[config.mk]
export PLATFORM = sky130hd
export DESIGN_NAME = cpu_controller_flat
export DESIGN_NICKNAME = d
export VERILOG_FILES = /design/src/rtl/cpu_pkg.sv /design/src/rtl/cpu_controller_if.sv /design/src/rtl/cpu_ctrl_decode.sv /design/src/rtl/cpu_controller.sv /design/src/flat_wrapper.sv
export SDC_FILE = /design/constraint.sdc
export NUM_CORES = 1
export LEC_CHECK = 0
export BUFFER_PORTS_ARGS = -buffer_cell sky130_fd_sc_hd__buf_4
export CAP_MARGIN = 40
export CORE_MARGIN = 5
export CORE_UTILIZATION = 43
export DETAILED_ROUTE_END_ITERATION = 6
export PLACE_DENSITY = 0.73
export SYNTH_ARGS = -nofsm -noshare
export SYNTH_HDL_FRONTEND = slang
export SYNTH_SLANG_ARGS = --single-unit
[constraint.sdc]
create_clock -name clk -period 2.1 [get_ports clk]
set_clock_uncertainty 0.2 [all_clocks]
set_input_delay 0.21 -clock clk [delete_from_list [all_inputs] [get_ports clk]]
set_output_delay 0.21 -clock clk [all_outputs]
set_load 0.1 [all_outputs]
[src/rtl/cpu_pkg.sv]
// rtl/cpu_pkg.sv - shared encodings, states and control word for the accumulator CPU controller
package cpu_pkg;

    typedef logic [2:0] state_t;

    localparam state_t S_FETCH   = 3'd0;
    localparam state_t S_DECODE  = 3'd1;
    localparam state_t S_ADDR_HI = 3'd2;
    localparam state_t S_ADDR_LO = 3'd3;
    localparam state_t S_LOAD    = 3'd4;
    localparam state_t S_STORE   = 3'd5;
    localparam state_t S_JUMP    = 3'd6;
    localparam state_t S_HALT    = 3'd7;

    localparam logic [3:0] OP_NOP = 4'b0000;
    localparam logic [3:0] OP_ADD = 4'b0001;
    localparam logic [3:0] OP_ADC = 4'b0010;
    localparam logic [3:0] OP_SUB = 4'b0011;
    localparam logic [3:0] OP_AND = 4'b0100;
    localparam logic [3:0] OP_OR  = 4'b0101;
    localparam logic [3:0] OP_MOV = 4'b0110;
    localparam logic [3:0] OP_CLR = 4'b0111;
    localparam logic [3:0] OP_LDA = 4'b1000;
    localparam logic [3:0] OP_STA = 4'b1001;
    localparam logic [3:0] OP_JMP = 4'b1010;
    localparam logic [3:0] OP_HLT = 4'b1111;

    localparam logic [1:0] ALU_ADD = 2'b00;
    localparam logic [1:0] ALU_SUB = 2'b01;
    localparam logic [1:0] ALU_AND = 2'b10;
    localparam logic [1:0] ALU_OR  = 2'b11;

    localparam logic [1:0] MUX2_AC   = 2'b00;
    localparam logic [1:0] MUX2_MEM  = 2'b01;
    localparam logic [1:0] MUX2_ZERO = 2'b10;

    localparam logic [1:0] JMP_ALWAYS = 2'b00;
    localparam logic [1:0] JMP_Z      = 2'b01;
    localparam logic [1:0] JMP_C      = 2'b10;
    localparam logic [1:0] JMP_N      = 2'b11;

    typedef struct packed {
        logic       pc_wen;
        logic       dir_wen;
        logic       status_wen;
        logic       mem_wen;
        logic       temp_wen;
        logic       ins_wen;
        logic       ac_wen;
        logic       acw_mux;
        logic       ac1_mux;
        logic       pc_mux;
        logic       cin_mux;
        logic       alu_mux1;
        logic       mem_adr_mux;
        logic [1:0] alu_mux2;
        logic [1:0] alu_op;
        logic       halted;
    } ctrl_t;

    // status is {C, Z, N}
    function automatic logic jump_taken(input logic [1:0] mode, input logic [2:0] status);
        logic taken;
        case (mode)
            JMP_ALWAYS: taken = 1'b1;
            JMP_Z:      taken = status[1];
            JMP_C:      taken = status[2];
            default:    taken = status[0];
        endcase
        return taken;
    endfunction

endpackage

[src/rtl/cpu_controller_if.sv]
// rtl/cpu_controller_if.sv - controller/datapath control bundle
interface cpu_controller_if;
    logic [3:0] opcode;
    logic [1:0] jmp_mode;
    logic [2:0] status;

    logic       PCWen;
    logic       DirWen;
    logic       statusWen;
    logic       MemWen;
    logic       TempWen;
    logic       InsWen;
    logic       AcWen;
    logic       AcW_mux;
    logic       Ac1_mux;
    logic       PC_mux;
    logic       Cin_mux;
    logic       ALU_mux1;
    logic       MemAdr_mux;
    logic [1:0] ALU_mux2;
    logic [1:0] ALU_op;
    logic       halted;

    modport master (
        input  opcode, jmp_mode, status,
        output PCWen, DirWen, statusWen, MemWen, TempWen, InsWen, AcWen,
               AcW_mux, Ac1_mux, PC_mux, Cin_mux, ALU_mux1, MemAdr_mux,
               ALU_mux2, ALU_op, halted
    );

    modport slave (
        output opcode, jmp_mode, status,
        input  PCWen, DirWen, statusWen, MemWen, TempWen, InsWen, AcWen,
               AcW_mux, Ac1_mux, PC_mux, Cin_mux, ALU_mux1, MemAdr_mux,
               ALU_mux2, ALU_op, halted
    );
endinterface

[src/rtl/cpu_ctrl_decode.sv]
// rtl/cpu_ctrl_decode.sv - combinational map from state and instruction to control word and next state
module cpu_ctrl_decode
    import cpu_pkg::*;
(
    input  state_t     state,
    input  logic [3:0] opcode,
    input  logic [3:0] op_q,
    input  logic [1:0] jmp_mode,
    input  logic [2:0] status,
    output ctrl_t      ctrl,
    output state_t     next_state
);

    always_comb begin
        ctrl       = '0;
        next_state = state;
        case (state)
            S_FETCH: begin
                ctrl.ins_wen = 1'b1;
                ctrl.pc_wen  = 1'b1;
                next_state   = S_DECODE;
            end
            S_DECODE: begin
                ctrl.dir_wen = 1'b1;
                next_state   = S_FETCH;
                case (opcode)
                    OP_ADD, OP_ADC, OP_SUB, OP_AND, OP_OR: begin
                        ctrl.ac_wen     = 1'b1;
                        ctrl.status_wen = 1'b1;
                        ctrl.alu_mux2   = MUX2_AC;
                        ctrl.cin_mux    = (opcode == OP_ADC);
                        case (opcode)
                            OP_SUB:  ctrl.alu_op = ALU_SUB;
                            OP_AND:  ctrl.alu_op = ALU_AND;
                            OP_OR:   ctrl.alu_op = ALU_OR;
                            default: ctrl.alu_op = ALU_ADD;
                        endcase
                    end
                    OP_MOV: begin
                        ctrl.ac_wen   = 1'b1;
                        ctrl.alu_mux2 = MUX2_ZERO;
                        ctrl.alu_op   = ALU_ADD;
                    end
                    // alu_mux1=1 routes the zero operand, so 0 + 0 clears Ac[dst]
                    OP_CLR: begin
                        ctrl.ac_wen   = 1'b1;
                        ctrl.alu_mux1 = 1'b1;
                        ctrl.alu_mux2 = MUX2_ZERO;
                        ctrl.alu_op   = ALU_ADD;
                    end
                    OP_LDA, OP_STA, OP_JMP: next_state = S_ADDR_HI;
                    OP_HLT:                 next_state = S_HALT;
                    default:                next_state = S_FETCH;
                endcase
            end
            S_ADDR_HI: begin
                ctrl.ins_wen = 1'b1;
                ctrl.pc_wen  = 1'b1;
                next_state   = S_ADDR_LO;
            end
            S_ADDR_LO: begin
                ctrl.temp_wen = 1'b1;
                ctrl.pc_wen   = 1'b1;
                case (op_q)
                    OP_LDA:  next_state = S_LOAD;
                    OP_STA:  next_state = S_STORE;
                    default: next_state = S_JUMP;
                endcase
            end
            S_LOAD: begin
                ctrl.mem_adr_mux = 1'b1;
                ctrl.alu_mux1    = 1'b1;
                ctrl.alu_mux2    = MUX2_MEM;
                ctrl.alu_op      = ALU_ADD;
                ctrl.acw_mux     = 1'b1;
                ctrl.ac_wen      = 1'b1;
                next_state       = S_FETCH;
            end
            S_STORE: begin
                ctrl.mem_adr_mux = 1'b1;
                ctrl.ac1_mux     = 1'b1;
                ctrl.alu_mux2    = MUX2_ZERO;
                ctrl.alu_op      = ALU_ADD;
                ctrl.mem_wen     = 1'b1;
                next_state       = S_FETCH;
            end
            S_JUMP: begin
                if (jump_taken(jmp_mode, status)) begin
                    ctrl.pc_wen = 1'b1;
                    ctrl.pc_mux = 1'b1;
                end
                next_state = S_FETCH;
            end
            default: begin
                ctrl.halted = 1'b1;
                next_state  = S_HALT;
            end
        endcase
    end

endmodule

[src/rtl/cpu_controller.sv]
// rtl/cpu_controller.sv - multi-cycle control unit: state and latched opcode flops around the decoder
module cpu_controller
    import cpu_pkg::*;
(
    input  logic                    clk,
    input  logic                    rst,
    cpu_controller_if.master        bus
);

    state_t     state_q;
    state_t     state_d;
    logic [3:0] op_q;
    ctrl_t      ctrl;
    ctrl_t      ctrl_g;

    cpu_ctrl_decode u_decode (
        .state      (state_q),
        .opcode     (bus.opcode),
        .op_q       (op_q),
        .jmp_mode   (bus.jmp_mode),
        .status     (bus.status),
        .ctrl       (ctrl),
        .next_state (state_d)
    );

    always_ff @(posedge clk or negedge rst) begin
        if (!rst) begin
            state_q <= S_FETCH;
            op_q    <= 4'b0000;
        end else begin
            state_q <= state_d;
            if (state_q == S_DECODE)
                op_q <= bus.opcode;
        end
    end

    // Gating with rst kills any enable in the same cycle reset is asserted
    assign ctrl_g = rst ? ctrl : '0;

    assign bus.PCWen      = ctrl_g.pc_wen;
    assign bus.DirWen     = ctrl_g.dir_wen;
    assign bus.statusWen  = ctrl_g.status_wen;
    assign bus.MemWen     = ctrl_g.mem_wen;
    assign bus.TempWen    = ctrl_g.temp_wen;
    assign bus.InsWen     = ctrl_g.ins_wen;
    assign bus.AcWen      = ctrl_g.ac_wen;
    assign bus.AcW_mux    = ctrl_g.acw_mux;
    assign bus.Ac1_mux    = ctrl_g.ac1_mux;
    assign bus.PC_mux     = ctrl_g.pc_mux;
    assign bus.Cin_mux    = ctrl_g.cin_mux;
    assign bus.ALU_mux1   = ctrl_g.alu_mux1;
    assign bus.MemAdr_mux = ctrl_g.mem_adr_mux;
    assign bus.ALU_mux2   = ctrl_g.alu_mux2;
    assign bus.ALU_op     = ctrl_g.alu_op;
    assign bus.halted     = ctrl_g.halted;

endmodule

[src/flat_wrapper.sv]
// flat-port wrapper written by rule: the top's interface ports become plain ports
module cpu_controller_flat import cpu_pkg::*;
  (clk, rst, bus_opcode, bus_jmp_mode, bus_status, bus_PCWen, bus_DirWen, bus_statusWen, bus_MemWen, bus_TempWen, bus_InsWen, bus_AcWen, bus_AcW_mux, bus_Ac1_mux, bus_PC_mux, bus_Cin_mux, bus_ALU_mux1, bus_MemAdr_mux, bus_ALU_mux2, bus_ALU_op, bus_halted);
  cpu_controller_if bus_i ();
  input  logic clk;
  input  logic rst;
  input wire logic [$bits(bus_i.opcode)-1:0] bus_opcode;
  input wire logic [$bits(bus_i.jmp_mode)-1:0] bus_jmp_mode;
  input wire logic [$bits(bus_i.status)-1:0] bus_status;
  output wire logic [$bits(bus_i.PCWen)-1:0] bus_PCWen;
  output wire logic [$bits(bus_i.DirWen)-1:0] bus_DirWen;
  output wire logic [$bits(bus_i.statusWen)-1:0] bus_statusWen;
  output wire logic [$bits(bus_i.MemWen)-1:0] bus_MemWen;
  output wire logic [$bits(bus_i.TempWen)-1:0] bus_TempWen;
  output wire logic [$bits(bus_i.InsWen)-1:0] bus_InsWen;
  output wire logic [$bits(bus_i.AcWen)-1:0] bus_AcWen;
  output wire logic [$bits(bus_i.AcW_mux)-1:0] bus_AcW_mux;
  output wire logic [$bits(bus_i.Ac1_mux)-1:0] bus_Ac1_mux;
  output wire logic [$bits(bus_i.PC_mux)-1:0] bus_PC_mux;
  output wire logic [$bits(bus_i.Cin_mux)-1:0] bus_Cin_mux;
  output wire logic [$bits(bus_i.ALU_mux1)-1:0] bus_ALU_mux1;
  output wire logic [$bits(bus_i.MemAdr_mux)-1:0] bus_MemAdr_mux;
  output wire logic [$bits(bus_i.ALU_mux2)-1:0] bus_ALU_mux2;
  output wire logic [$bits(bus_i.ALU_op)-1:0] bus_ALU_op;
  output wire logic [$bits(bus_i.halted)-1:0] bus_halted;
  assign bus_i.opcode = bus_opcode;
  assign bus_i.jmp_mode = bus_jmp_mode;
  assign bus_i.status = bus_status;
  assign bus_PCWen = bus_i.PCWen;
  assign bus_DirWen = bus_i.DirWen;
  assign bus_statusWen = bus_i.statusWen;
  assign bus_MemWen = bus_i.MemWen;
  assign bus_TempWen = bus_i.TempWen;
  assign bus_InsWen = bus_i.InsWen;
  assign bus_AcWen = bus_i.AcWen;
  assign bus_AcW_mux = bus_i.AcW_mux;
  assign bus_Ac1_mux = bus_i.Ac1_mux;
  assign bus_PC_mux = bus_i.PC_mux;
  assign bus_Cin_mux = bus_i.Cin_mux;
  assign bus_ALU_mux1 = bus_i.ALU_mux1;
  assign bus_MemAdr_mux = bus_i.MemAdr_mux;
  assign bus_ALU_mux2 = bus_i.ALU_mux2;
  assign bus_ALU_op = bus_i.ALU_op;
  assign bus_halted = bus_i.halted;
  cpu_controller u_core (.clk(clk), .rst(rst), .bus(bus_i));
endmodule
==> results.json, run 1 <==
{
  "status": "complete, no violations",
  "drt_first_pass_iters": 3,
  "placed_cells": 110,
  "total_power_mw": 1.38,
  "gr-total-overflow": 0,
  "cp_slowest_stage_delay_ns": 0.44,
  "antenna_found_initial": 0,
  "use_met1": 0.181,
  "synthCells": 67,
  "min_path_type": "in -> reg",
  "nets": 113,
  "io_buffers": 28,
  "grt_max_degree": 10,
  "relSlewSlack": 0.668,
  "setup.worst_path.start_class": "register",
  "grt_pass1_wl_um": 2350,
  "synth.most_common_cell": "nor2_1",
  "met3_usage": 0.0117,
  "yosys_most_used_dff": "dfrtp_1",
  "met2_usage": 0.266,
  "drt_iter0_markers": 6,
  "drcViolationCount": 0,
  "gp_congestion": 0.727,
  "crit_family": "simple AND/OR/NAND/NOR gates",
  "end_kind": "primary output",
  "yosysWarnings": 0,
  "synth_seq_cells": 7,
  "start_util": 0.449,
  "worstPathArrival_ns": 1.66,
  "clock_sinks": 7,
  "cp_slowest_cell": "or3_4",
  "vias": 569,
  "numCtsBuffers": 3,
  "netlist_area_um2": 577,
  "syn_to_final_growth_pct": 66.8,
  "avgRoutedWirePerCell_um": 13.0,
  "diodes": 0,
  "grtUsageTotal": 0.152,
  "cts.clk_slew.worst_paths_ns": 0.05,
  "worst-path-buf-inv": 1,
  "hpwl_um": 1170,
  "grt_pass1_vias": 542,
  "synthesis.nets": 78,
  "setup_viol": 0,
  "async_flop_share": 1.00,
  "fin_hold_ws_ns": 0.0633,
  "synth.top_cells.by_count": "nor2_1, dfrtp_1, nand2_1, mux2_2",
  "synth_top_area_frac": 0.304,
  "synth-seq-area-share": 0.304,
  "dieArea_mm2": 0.00217,
  "fmax_ghz": 0.483,
  "path_cells": "nand2b_4 -> or3_4 -> nor3b_4 -> buf_12",
  "finalMaxSlewViolations": 0,
  "pin_count": 29,
  "cts.root.buffer_cell": "clkbuf_4",
  "die_x_um": 46.6,
  "crit_fanout": 6,
  "worst_ep_required_time_ns": 1.69,
  "synth_area_per_cell_um2": 8.61,
  "synth_area_leaders": "dfrtp_1, mux2_2, nor2_1, nor3b_2, buf_6",
  "synth_edf_count": 0,
  "rows": 13,
  "post_synth_num_cell_types": 31,
  "viasPerCell": 4.91,
  "leakagePower_nw": 0.451,
  "peakVddDrop_v": 0.000839,
  "clk_latency_ns": 0.24,
  "ant_nets": 0,
  "rsz0062_at_grt": "true",
  "fillCellCount": 96,
  "powerDensity_mw_per_mm2": 1430,
  "crit_type": "reg -> out",
  "core_area_mm2": 0.00128,
  "die_h_um": 46.6,
  "r2r_slack_ns": 0.52,
  "cap_viol_max_count": 0,
  "cts_tree": "built",
  "period_share": 0.985,
  "hold_violations": 0,
  "htreeDepth": 1,
  "drive_gt1_frac": 0.594,
  "top_usage_layer": "met2",
  "fin_cells": 116,
  "worst_pin_slew_ns": 0.495,
  "min_period_ns": 2.07,
  "synth_top_cell_by_area": "dfrtp_1",
  "wl_um": 1510,
  "cts_buffer_depth": 2
}
final cells by class:
| class | count | area, um2 | share of cell area |
|---|---|---|---|
| tap | 15 | 18.8 | 0.0195 |
| multi-input combinational | 51 | 403 | 0.419 |
| sequential | 7 | 175 | 0.182 |
| timing repair buffer | 37 | 332 | 0.345 |
| clock buffer | 4 | 26.3 | 0.0273 |
| inverter | 2 | 7.51 | 0.00780 |
logic make-up (layout without fill, tap and decap cells):
group | count (synthesis) | in the layout | share of synthesized area
AND/OR/NAND/NOR | 33 | 33 | 0.332
AO/OA/AOI/OAI | 12 | 12 | 0.148
buffers and inverters | 9 | 43 | 0.106
flip-flops | 7 | 7 | 0.304
multiplexers | 5 | 5 | 0.0954
XOR/XNOR | 1 | 1 | 0.0152
cells in the final DEF (no fill, tap or decap), types with 2 or more instances in the layout:
cell type,netlist,final
buf_6,3,5
dfrtp_1,7,7
buf_4,1,28
o21ai_2,0,2
o21a_1,3,3
nor2_1,10,5
mux2_2,4,4
inv_1,2,2
nor2_2,0,4
nand2_1,6,6
nand3_1,2,2
clkbuf_4,0,3
nand2b_1,2,2
buf_12,0,2
nor3b_4,0,2
nor3_1,2,2
stage by stage:
stage | instance area (um2) | setup TNS [ns] | setup WS (ns) | util
after floorplan | 628 | -2.49 | -0.276 | -
after global placement | 856 | 0 | 0.145 | 0.666
after detailed placement | 856 | 0 | 0.116 | 0.666
after CTS | 930 | 0 | 0.0138 | 0.723
after global routing | 962 | -0.112 | -0.0393 | 0.749
final | 962 | 0 | 0.0305 | 0.749
sequential cells by signal, summed over array words and instances (netlist names):
name and flops:
u_core.state_q 3, u_core.op_q 4
worst paths after layout:
check	from	to	cells after the start
min	bus_opcode[0]	u_core.op_q[0]	2
max in group asynchronous	rst	u_core.state_q[0]	3
max	u_core.state_q[1]	bus_ALU_op[1]	4
min in group asynchronous	rst	u_core.state_q[2]	3
min reg2reg	u_core.op_q[1]	u_core.op_q[1]	1
max reg2reg	u_core.state_q[0]	u_core.op_q[0]	4
power by group:
part | total (mW) | internal, mW | switching [mW]
Combinational | 1.02 | 0.365 | 0.659
Clock | 0.117 | 0.0722 | 0.0451
Sequential | 0.240 | 0.204 | 0.0362
per-layer routing:
metal | up-vias | routed length (um)
met1 | 246 | 606
met3 | 2 | 142
met4 | 0 | 9
met2 | 18 | 752
met5 | - | 0
li1 | 303 | -
timing repair:
action / CTS / global route
hold endpoints to repair: 7 / 0
hold buffers: 1 / 0
resized for setup: 9 / 6
pin swaps: 0 / 1
setup endpoints to repair: 8 / 6
setup buffers: 0 / 1
No activity file was read; power rests on OpenSTA's default activity.
==> run 2: changes to the inputs <==
--- a/config.mk
+++ b/config.mk
@@ -9,7 +9,9 @@
 export CAP_MARGIN = 40
 export CORE_MARGIN = 5
 export CORE_UTILIZATION = 43
+export CTS_CLUSTER_SIZE = 12
 export DETAILED_ROUTE_END_ITERATION = 6
+export GPL_TIMING_DRIVEN = 0
 export PLACE_DENSITY = 0.73
 export SYNTH_ARGS = -nofsm -noshare
 export SYNTH_HDL_FRONTEND = slang
==> run 2 against run 1 <==
  * The flow now finishes with violations (setup timing)
  * Core utilization grew 6.8 points
  * Design area grew 9.1%
  * Clock-buffer cell count is the same
  * Global-route usage grew 2.3 points
  * Hold slack gained 0.0044 ns
  * Non-clock buffer count grew 5
  * Flip-flop and latch count is the same
  * Cell count grew 4.3%
  * Largest power group unchanged
  * Highest routed layer unchanged
==> results.json, run 2 (synthesized netlist as in run 1, its figures left out) <==
{
  "status": "finished with violations",
  "violations": "setup timing",
  "pin_count": 29,
  "layout.cells.most_common": "buf_4",
  "clk_latency_ns": 0.24,
  "drt_iter0_markers": 9,
  "antenna_found_initial": 0,
  "end_kind": "primary output",
  "grt_pass1_vias": 571,
  "cap_viol_max_count": 0,
  "gr-total-overflow": 0,
  "leakagePower_nw": 0.485,
  "hold_violations": 0,
  "cts_tree": "built",
  "layout_common_cells": "buf_4, dfrtp_1, buf_6, nand2_1, buf_12",
  "fillCellCount": 78,
  "drt_first_pass_iters": 4,
  "period_share": 1.04,
  "wl_um": 1830,
  "viasPerCell": 5.31,
  "drcViolationCount": 0,
  "cts.clk_slew.worst_paths_ns": 0.05,
  "io_buffers": 26,
  "min_period_ns": 2.17,
  "min_path_type": "in -> reg",
  "drive_gt1_frac": 0.604,
  "seq_area_um2": 175,
  "path_cells": "buf_6 -> nand2b_4 -> or3_4 -> nor3b_4 -> buf_12",
  "peakVddDrop_v": 0.000798,
  "core_area_mm2": 0.00128,
  "setup_ws_ns": -0.0744,
  "die_h_um": 46.6,
  "cp_slowest_cell": "or3_4",
  "place_ws_ns": 0.0516,
  "worstPathArrival_ns": 1.76,
  "htreeDepth": 1,
  "powerDensity_mw_per_mm2": 1460,
  "vias": 642,
  "finalMaxSlewViolations": 0,
  "setup_viol": 6,
  "worst_ep_required_time_ns": 1.69,
  "grtUsageTotal": 0.175,
  "reg_top3": "u_core.op_q (4), u_core.state_q (3)",
  "hpwl_um": 1120,
  "start_util": 0.449,
  "diodes": 0,
  "crit_type": "reg -> out",
  "fin_hold_ws_ns": 0.0677,
  "cts.root.buffer_cell": "clkbuf_4",
  "gp_congestion": 0.761,
  "multi_input_area_um2": 417,
  "cp_slowest_stage_delay_ns": 0.44,
  "grt_pass1_wl_um": 2660,
  "grt_max_degree": 11,
  "cts_buffer_depth": 2,
  "dieArea_mm2": 0.00217,
  "largest_register_ffs": 4,
  "top_register": "u_core.op_q",
  "clock_sinks": 7,
  "syn_to_final_growth_pct": 82.0,
  "rows": 13,
  "relSlewSlack": 0.657,
  "setup.worst_path.start_class": "register",
  "crit_fanout": 6,
  "ant_nets": 0,
  "rsz0062_at_grt": "true",
  "nets": 118,
  "worst_pin_slew_ns": 0.510,
  "fmax_ghz": 0.460,
  "numCtsBuffers": 3,
  "avgRoutedWirePerCell_um": 15.1,
  "die_x_um": 46.6
}
## run 2: power by group
part	leakage [nW]	internal [mW]	switching (mW)
Combinational	0.385	0.463	0.724
Sequential	0.0842	0.203	0.0278
Clock	0.0150	0.0720	0.0427
## run 2: area by class of cell
type | instances | share of cell area
multi-input cells | 51 | 0.397
repair buffers | 36 | 0.346
flip-flops and latches | 7 | 0.167
plain buffers | 6 | 0.0405
clock buffers | 4 | 0.0250
well taps | 15 | 0.0179
inverters | 2 | 0.00715
## run 2: final timing paths
path                                   start           endpoint  slack [ns]  cells after the start
setup / recovery           u_core.state_q[1]      bus_ALU_op[1]       -0.07                      5
hold / removal                 bus_opcode[3]  u_core.state_q[1]        0.07                      2
setup reg to reg           u_core.state_q[2]     u_core.op_q[1]        0.45                      5
hold reg to reg               u_core.op_q[0]     u_core.op_q[0]        0.31                      1
max in group asynchronous                rst     u_core.op_q[1]        1.21                      2
min in group asynchronous                rst  u_core.state_q[2]        0.25                      2
## run 2: per-stage QoR
step           utilization  std cells  power (mW)  setup TNS [ns]  cell area [um2]
3_3_place_gp         0.655        108        1.19               0              842
6_report             0.817        121        1.53          -0.255             1050
5_1_grt              0.817        121        1.61          -0.775             1050
2_1_floorplan            -         67        1.03           -2.49              628
3_5_place_dp         0.655        108        1.20               0              842
4_1_cts              0.796        119        1.47          -0.424             1020
## run 2: what timing repair did
| action | in CTS | in global routing |
|---|---|---|
| setup endpoints to repair | 10 | 10 |
| hold endpoints to repair | 7 | 0 |
| setup buffers | 6 | 3 |
| pin swaps | 3 | 3 |
| hold buffers | 1 | 0 |
| resized for setup | 23 | 3 |
## run 2: critical path: cells and delay by family (launching register included)
family,cells,cell delay (ns)
flops,1,0.37
simple gates,3,0.82
buf+inv,2,0.33
## run 2: routing by layer
layer | vias to the layer above | global-route usage | wire length [um]
li1 | 308 | - | -
met1 | 304 | 0.181 | 634
met2 | 24 | 0.319 | 978
met3 | 6 | 0.0430 | 178
met4 | 0 | 0.0939 | 40
met5 | - | 0 | 0
==> run 3: changes to the inputs <==
--- a/config.mk
+++ b/config.mk
@@ -5,6 +5,7 @@
 export SDC_FILE = /design/constraint.sdc
 export NUM_CORES = 1
 export LEC_CHECK = 0
+export ABC_AREA = 1
 export BUFFER_PORTS_ARGS = -buffer_cell sky130_fd_sc_hd__buf_4
 export CAP_MARGIN = 40
 export CORE_MARGIN = 5
==> run 3 against run 2 <==
  * The flow now finishes without violations
  * Worst setup slack better by 0.16 ns
  * Routed wire length is 14% lower
  * Clock-buffer cell count stayed put
  * Register-to-register slack better by 0.28 ns
  * Hold slack worse by 0.0042 ns
  * Sequential power is 42% lower
  * Clock power is 13% higher
  * Flip-flop and latch count stayed put
  * Core utilization is 8.8 points lower
  * Global-route usage is 0.59 points lower
  * Critical path type unchanged
==> results.json, run 3 <==
{
  "status": "complete, no violations",
  "dieArea_mm2": 0.00219,
  "clock_sinks": 7,
  "powerDensity_mw_per_mm2": 339,
  "pin_count": 29,
  "drt_first_pass_iters": 4,
  "cts_buffer_depth": 2,
  "synth_top_area_frac": 0.300,
  "synth_area_leaders": "dfrtp_1, nand2_1, inv_1, nand3_1, nor2_1",
  "core_area_mm2": 0.00128,
  "crit_fanout": 6,
  "drt_iter0_markers": 12,
  "grt_pass1_wl_um": 2620,
  "reg_top3": "u_core.op_q (4), u_core.state_q (3)",
  "power.share.switching": 0.281,
  "clk_latency_ns": 0.27,
  "combPwrFrac": 0.165,
  "layout_common_cells": "nand2_1, buf_4, inv_1",
  "seqPwrFrac": 0.425,
  "min_path_type": "in -> reg",
  "drive_gt1_frac": 0.386,
  "cts_tree": "built",
  "htreeDepth": 1,
  "ant_nets": 0,
  "top_register": "u_core.op_q",
  "nets": 144,
  "layout.cells.most_common": "nand2_1",
  "grt_max_degree": 11,
  "antenna_found_initial": 0,
  "crit_type": "reg -> out",
  "fin_hold_ws_ns": 0.0635,
  "die_x_um": 46.8,
  "grt_pass1_vias": 648,
  "power_switching_mw": 0.0895,
  "p_int_mw": 0.228,
  "avgRoutedWirePerCell_um": 10.7,
  "relSlewSlack": 0.766,
  "yosysWarnings": 0,
  "synthesis.nets": 110,
  "viasPerCell": 4.79,
  "fillCellCount": 119,
  "worst_pin_slew_ns": 0.350,
  "hold_violations": 0,
  "gr-total-overflow": 0,
  "io_buffers": 28,
  "period_share": 0.958,
  "synth_top_cell_by_area": "dfrtp_1",
  "fmax_ghz": 0.497,
  "start_util": 0.454,
  "synth_seq_cells": 7,
  "worstPathArrival_ns": 1.60,
  "synth_edf_count": 0,
  "die_h_um": 46.8,
  "post_cts_buffers": 0,
  "wl_um": 1570,
  "end_kind": "primary output",
  "hpwl_um": 1230,
  "synthCells": 99,
  "cts.clk_slew.worst_paths_ns": 0.06,
  "rows": 13,
  "synth-seq-area-share": 0.300,
  "largest_register_ffs": 4,
  "gp_congestion": 0.840,
  "min_period_ns": 2.01,
  "tns_ns": 0,
  "syn_to_final_growth_pct": 60.7,
  "synth.top_cells.by_count": "nand2_1, inv_1, nor2_1, nand3_1, dfrtp_1",
  "worst_ep_required_time_ns": 1.69,
  "numCtsBuffers": 3,
  "diodes": 0,
  "pwr-share-clk": 0.410,
  "yosys_most_used_dff": "dfrtp_1",
  "leakagePower_nw": 0.539,
  "finalMaxSlewViolations": 0,
  "synth_area_per_cell_um2": 5.89,
  "total_power_mw": 0.318,
  "peakVddDrop_v": 0.000395,
  "cap_viol_max_count": 0,
  "drcViolationCount": 0,
  "setup_viol": 0,
  "setup.worst_path.start_class": "register",
  "async_flop_share": 1.00,
  "post_synth_num_cell_types": 18,
  "vias": 704,
  "cts.root.buffer_cell": "clkbuf_4",
  "grtUsageTotal": 0.169,
  "utilization": 0.729,
  "synth.most_common_cell": "nand2_1",
  "netlist_area_um2": 583
}
[run 3: power groups by stage]
stage | Clock, mW | Combinational [mW] | Sequential [mW]
floorplan | 0 | 0.0250 | 0.137
global placement | 0 | 0.0499 | 0.137
detailed placement | 0 | 0.0506 | 0.137
CTS | 0.134 | 0.0524 | 0.135
global route | 0.143 | 0.0584 | 0.135
finish | 0.130 | 0.0526 | 0.135
[run 3: repair_timing]
item                       4_1_cts  5_1_grt
hold endpoints to repair         7        0
resized for setup                0        5
hold buffers                     1        0
setup endpoints to repair        0        4
[run 3: cells by family after synthesis]
logic type	Yosys count	share of synthesized area
AO/OA/AOI/OAI	9	0.0815
buffers and inverters	23	0.155
flip-flops	7	0.300
AND/OR/NAND/NOR	60	0.464
[run 3: final timing paths]
| path | start | end | slack (ns) | cells after the start |
|---|---|---|---|---|
| setup / recovery | u_core.state_q[1] | bus_ALU_op[0] | 0.09 | 4 |
| hold / removal | bus_opcode[3] | u_core.op_q[3] | 0.06 | 3 |
| setup reg to reg | u_core.state_q[1] | u_core.state_q[1] | 0.73 | 6 |
| hold reg to reg | u_core.op_q[0] | u_core.op_q[0] | 0.29 | 2 |
| max in group asynchronous | rst | u_core.op_q[0] | 1.22 | 2 |
| min in group asynchronous | rst | u_core.state_q[2] | 0.21 | 2 |
[run 3: final cells by class]
cell class / instances / area (um2) / share of cell area
Multi-Input combinational cell: 69 / 368 / 0.393
Timing Repair Buffer: 29 / 235 / 0.251
Sequential cell: 7 / 175 / 0.187
Inverter: 22 / 93.8 / 0.100
Clock buffer: 4 / 26.3 / 0.0280
Buffer: 1 / 20.0 / 0.0214
Tap cell: 15 / 18.8 / 0.0200
[run 3: stage by stage]
step	cell area, um2	cells	worst slack, ns
finish	937	147	0.0872
global route	937	147	-0.0267
CTS	918	147	0.0579
detailed placement	882	142	0.359
global placement	882	142	0.349
floorplan	653	99	-0.535
[run 3: worst max-delay path, stage by stage (launching register included)]
cell     delay [ns]
dfrtp_1        0.48
inv_2          0.12
nand4_1        0.23
a21oi_1        0.25
buf_6          0.25
[run 3: routing by layer]
layer  vias up  track usage  wire [um]
li1        368            -          -
met1       306        0.190        622
met2        25        0.282        768
met3         5       0.0651        146
met4         0       0.0773         37
met5         -            0          0
